## config.mk

```make
export PLATFORM = sky130hd
export DESIGN_NAME = gate_sequencer
export DESIGN_NICKNAME = d
export VERILOG_FILES = /design/src/rtl/gate_sequencer.sv
export SDC_FILE = /design/constraint.sdc
export NUM_CORES = 1
export LEC_CHECK = 0
export ABC_AREA = 1
export CAP_MARGIN = 10
export CORE_MARGIN = 2
export CORE_UTILIZATION = 45
export DETAILED_ROUTE_END_ITERATION = 7
export GPL_ROUTABILITY_DRIVEN = 0
export PLACE_DENSITY_LB_ADDON = 0.05
export SKIP_LAST_GASP = 1
export SLEW_MARGIN = 15
export SYNTH_ARGS = -nofsm -noshare
export SYNTH_HDL_FRONTEND = slang
export SYNTH_SLANG_ARGS = --single-unit
```

## constraint.sdc

```tcl
create_clock -name sample_clock -period 7.9 [get_ports sample_clock]
set_input_delay 1.58 -clock sample_clock [delete_from_list [all_inputs] [get_ports sample_clock]]
set_output_delay 1.58 -clock sample_clock [all_outputs]
set_load 0.02 [all_outputs]
```

## src/rtl/gate_sequencer.sv

```systemverilog
// gate_sequencer: pattern step sequencer driving a voice's envelope gate and note
module gate_sequencer #(
  parameter int STEPS   = 16,
  parameter int TEMPO_W = 16
) (
  input  logic               sample_clock,
  input  logic               rst,
  input  logic               run,
  input  logic [TEMPO_W-1:0] tempo,
  input  logic [7:0]         gate_len,
  input  logic [4:0]         length,
  input  logic               wr_en,
  input  logic [3:0]         wr_addr,
  input  logic [8:0]         wr_data,
  output logic               gate,
  output logic [7:0]         note,
  output logic [3:0]         step,
  output logic               step_strobe
);
  localparam logic [4:0] MAX_LEN = 5'(STEPS);
  localparam int PW = TEMPO_W + 8;
  typedef enum logic {IDLE, PLAY} state_t;
  state_t state_q, state_d;
  logic [8:0] pat_q [16];
  logic [8:0] pat_d [16];
  logic [TEMPO_W-1:0] k_q, k_d, t_q, t_d, on_q, on_d;
  logic e_q, e_d, gate_q, gate_d, strobe_q, strobe_d;
  logic [7:0] note_q, note_d;
  logic [3:0] step_q, step_d;
  logic [4:0] eff_len, step_inc;
  logic [3:0] next_step, start_step;
  logic [8:0] entry;
  logic [TEMPO_W-1:0] t_new, on_new, k_inc;
  logic [PW-1:0] prod;
  logic start;
  always_comb begin
    eff_len = (length == 5'd0 || length > MAX_LEN) ? MAX_LEN : length;
    step_inc = {1'b0, step_q} + 5'd1;
    next_step = (step_inc >= eff_len) ? 4'd0 : step_inc[3:0];
    start_step = (state_q == IDLE) ? 4'd0 : next_step;
    entry = pat_q[start_step];
    start = run && (state_q == IDLE || k_q == t_q - 1'b1);
    t_new = (tempo < TEMPO_W'(2)) ? TEMPO_W'(2) : tempo;
    // T*(G+1) kept at full width so the >>8 sees every product bit
    prod = PW'(t_new) * PW'(gate_len) + PW'(t_new);
    on_new = TEMPO_W'(prod >> 8);
    k_inc = k_q + 1'b1;
    pat_d = pat_q;
    if (wr_en && {1'b0, wr_addr} < MAX_LEN) pat_d[wr_addr] = wr_data;
    state_d = state_q;
    k_d = k_q;
    t_d = t_q;
    on_d = on_q;
    e_d = e_q;
    note_d = note_q;
    step_d = step_q;
    gate_d = 1'b0;
    strobe_d = 1'b0;
    if (!run) begin
      state_d = IDLE;
    end else if (start) begin
      state_d = PLAY;
      k_d = '0;
      step_d = start_step;
      t_d = t_new;
      on_d = on_new;
      e_d = entry[8];
      note_d = entry[7:0];
      strobe_d = 1'b1;
      gate_d = entry[8] && on_new != '0;
    end else begin
      k_d = k_inc;
      gate_d = e_q && k_inc < on_q && k_inc < t_q - 1'b1;
    end
  end
  always_ff @(posedge sample_clock) begin
    if (rst) begin
      state_q <= IDLE;
      pat_q <= '{default: '0};
      k_q <= '0;
      t_q <= '0;
      on_q <= '0;
      e_q <= 1'b0;
      note_q <= '0;
      step_q <= '0;
      gate_q <= 1'b0;
      strobe_q <= 1'b0;
    end else begin
      state_q <= state_d;
      pat_q <= pat_d;
      k_q <= k_d;
      t_q <= t_d;
      on_q <= on_d;
      e_q <= e_d;
      note_q <= note_d;
      step_q <= step_d;
      gate_q <= gate_d;
      strobe_q <= strobe_d;
    end
  end
  assign gate = gate_q;
  assign note = note_q;
  assign step = step_q;
  assign step_strobe = strobe_q;
endmodule

```

==> impl_metrics.yaml <==
power:
  p_clk_share_pct: 26.2
  p_sw_w: 0.00192
  total_power_w: 0.00447
  p_per_area_nw_per_um2: 262
  peakVddDrop_mv: 0.183
  internal_power_w: 0.00255
  sw_frac_of_total_pct: 42.9
  combPwrFrac_pct: 48.2
  pwr-share-seq_pct: 25.6
  p_leak_nw: 8.40
die:
  rows: 67
  core_area_um2: 33600
  dieArea_um2: 35700
  boundaryPins: 60
  start_util_pct: 45.7
  die_h_um: 189
  fp.dieW_um: 189
clock_network:
  hold_buffers: 0
  worstSkewPairLatency_ns: 0.54
  clock_path_buffers: 3
  post_cts_buffers: 0
  clock_sinks: 208
  cts_resized: 0
  root_buffer: "clkbuf_16"
  cts_tree: "done"
  cts_buffers: 25
  clk_pin_slew_worst_paths_ns: 0.06
  htree_levels: 1
detailed_routing:
  final_antenna_net_count: 0
  avgRoutedWirePerCell_um: 16.0
  route.detailed.drc: 0
  drt_wl_total_um: 42800
  vias: 13700
  drt_first_pass_iters: 5
  viasPerCell: 5.13
  drt_iter0_markers: 967
logic_synthesis:
  ys_warn_count: 0
  synthFlopType: "dfxtp_1"
  yosysMostFrequentCell: "inv_1"
  synth_top_cell_area_share_pct: 27.1
  ys_top_cells_by_count: "inv_1 (384), nor2_1 (355), nand2_1 (335)"
  syn_avg_cell_area_um2: 6.98
  synth_nets: 2427
  synth_cells: 2202
  synth.area.top_cells: "dfxtp_1 (27%), fa_1 (13%), inv_1 (9.4%)"
  synth-seq-area-share_pct: 27.1
  synth.distinct_cells: 51
  async_flop_share_pct: 0
  synth_largest_area_cell: "dfxtp_1"
  syn_area_um2: 15400
  synth-edff-count: 0
  ys_ff_latch: 208
critical_path:
  cp_common_cell: "nand2_1"
  critPathSlowestCell: "clkdlybuf4s50_1"
  cp_data_arrival_time_ns: 7.23
  max_stage_delay_ns: 0.62
  critPathLaunchType: "input pin"
  cp-end-kind: "flip-flop"
  worstPathMaxFanout: 11
  worstPathRequired_ns: 8.34
  critPathKind: "in -> reg"
global_routing:
  grt_pass1_vias: 12900
  overflow: 0
  antenna_found_initial: 0
  grt_pass1_wl_um: 69400
  grt_use_total_pct: 24.1
  grt_max_degree: 100
timing:
  fin_crit_sh_pct: 86.0
  worstMarginPinSlew_ns: 0.981
  rsz0062_at_grt: "no"
  clock_skew_ns: 0.0261
  setup_viol: 0
  fmax_mhz: 147
  worst_slew_margin_rel_pct: 34.4
  slew_viol_final: 0
  hold_viol_final: 0
  fin_crit_ns: 6.79
  fin_setup_tns_ns: 0
hold_path:
  hold_class: "reg -> reg"
final_layout:
  synthToLayoutAreaGrowth_pct: 11.0
  layout.nets: 2427
  fin_area_um2: 17100
  seqCellArea_um2: 4160
  fill_cells: 3420
  antenna_cells: 0
  drive_gt1_share_pct: 5.09
  multi_input_area_um2: 9270
run_status:
  outcome: "completed"
place:
  place_area_um2: 16200
  port_buffers: 59
  place_hpwl_um: 31200
flow_run:
  max_cap_viol_count: 0
-- worst max-delay path, delay by kind of cell --
kind / cells / cell delay, ns
buffers and inverters: 4 / 0.89
AOI/OAI and AO/OA: 1 / 0.06
and+or+nand+nor: 18 / 2.35
adders and majority gates: 5 / 2.34
-- layer usage --
layer / up-vias / track usage, % / part of all wire, %
met2: 357 / 35.6 / 41
met3: 48 / 3.19 / 6.6
met1: 6390 / 37.3 / 50
met5: - / 0 / 0
li1: 6903 / - / -
met4: 0 / 5.11 / 1.8
-- layout make-up --
type	count	area share (%)
Clock buffer	34	4.16
Clock inverter	12	0.785
Inverter	396	8.73
Multi-Input combinational cell	1493	54.3
Sequential cell	208	24.4
Tap cell	448	3.29
Timing Repair Buffer	78	4.30
-- stage by stage --
| stage | utilization (%) | setup slack, ns | std cells | hold WS [ns] |
|---|---|---|---|---|
| 3_3_place_gp | 48.2 | 0.724 | 2623 | 0.435 |
| 5_1_grt | 50.7 | 0.637 | 2669 | 0.468 |
| 3_5_place_dp | 48.2 | 0.588 | 2623 | 0.442 |
| 6_report | 50.7 | 1.11 | 2669 | 0.446 |
| 2_1_floorplan | - | 1.86 | 2202 | 0.424 |
| 4_1_cts | 50.7 | 1.15 | 2669 | 0.451 |
-- worst paths after layout --
path	startpoint	endpoint	slack, ns	depth (start not counted)
hold / removal	pat_q[3]	pat_q[3]	0.45	2
setup reg to reg	step[0]	note[7]	3.98	15
setup / recovery	tempo[15]	gate	1.11	28
hold reg to reg	pat_q[3]	pat_q[3]	0.45	2
-- sequential cells by signal, summed over array words and instances, names as in the netlist --
register     cells
pat_q          144
k_q             16
on_q            16
t_q             16
note             8
step             4
e_q              1
gate             1
state_q          1
step_strobe      1
-- cell families after synthesis --
group                      Yosys count  share of synthesized area, %
buffers and inverters              501                          12.6
adders and majority gates          179                          19.4
DFF                                208                          27.1
and+or+nand+nor                    828                          22.2
xor gates and xnor gates            38                          2.26
AOI/OAI and AO/OA                  448                          16.5
-- power groups by stage --
stage | logic (W) | clock network [W] | registers (W)
after floorplan | 0.00161 | 0 | 0.00116
after global placement | 0.00213 | 0 | 0.00117
after detailed placement | 0.00214 | 0 | 0.00117
after CTS | 0.00215 | 0.00120 | 0.00114
after global routing | 0.00248 | 0.00124 | 0.00115
final | 0.00215 | 0.00117 | 0.00114
-- cells in the final DEF (no fill, tap or decap), types with 4 or more instances in the layout --
| master | netlist | layout |
|---|---|---|
| o221ai_1 | 17 | 17 |
| nand4_1 | 9 | 9 |
| clkbuf_16 | 0 | 25 |
| buf_4 | 4 | 19 |
| a211oi_2 | 5 | 5 |
| o211ai_1 | 27 | 27 |
| inv_1 | 384 | 383 |
| nor2_2 | 4 | 4 |
| clkinv_1 | 9 | 9 |
| xor2_1 | 33 | 33 |
| a21oi_2 | 21 | 21 |
| o21ai_1 | 40 | 40 |
| nor2_1 | 355 | 355 |
| o21ai_0 | 212 | 212 |
| clkbuf_8 | 0 | 5 |
| a21oi_1 | 113 | 113 |
| nand3b_1 | 5 | 5 |
| clkinv_2 | 0 | 6 |
| nand3_1 | 81 | 81 |
| fa_1 | 99 | 99 |
| clkdlybuf4s50_1 | 0 | 59 |
| nand2_2 | 3 | 4 |
| clkbuf_1 | 80 | 4 |
| nand2_1 | 335 | 334 |
| ha_1 | 80 | 80 |
| nor3_1 | 19 | 19 |
| dfxtp_1 | 208 | 208 |
Power figures use the tool's default switching activity.
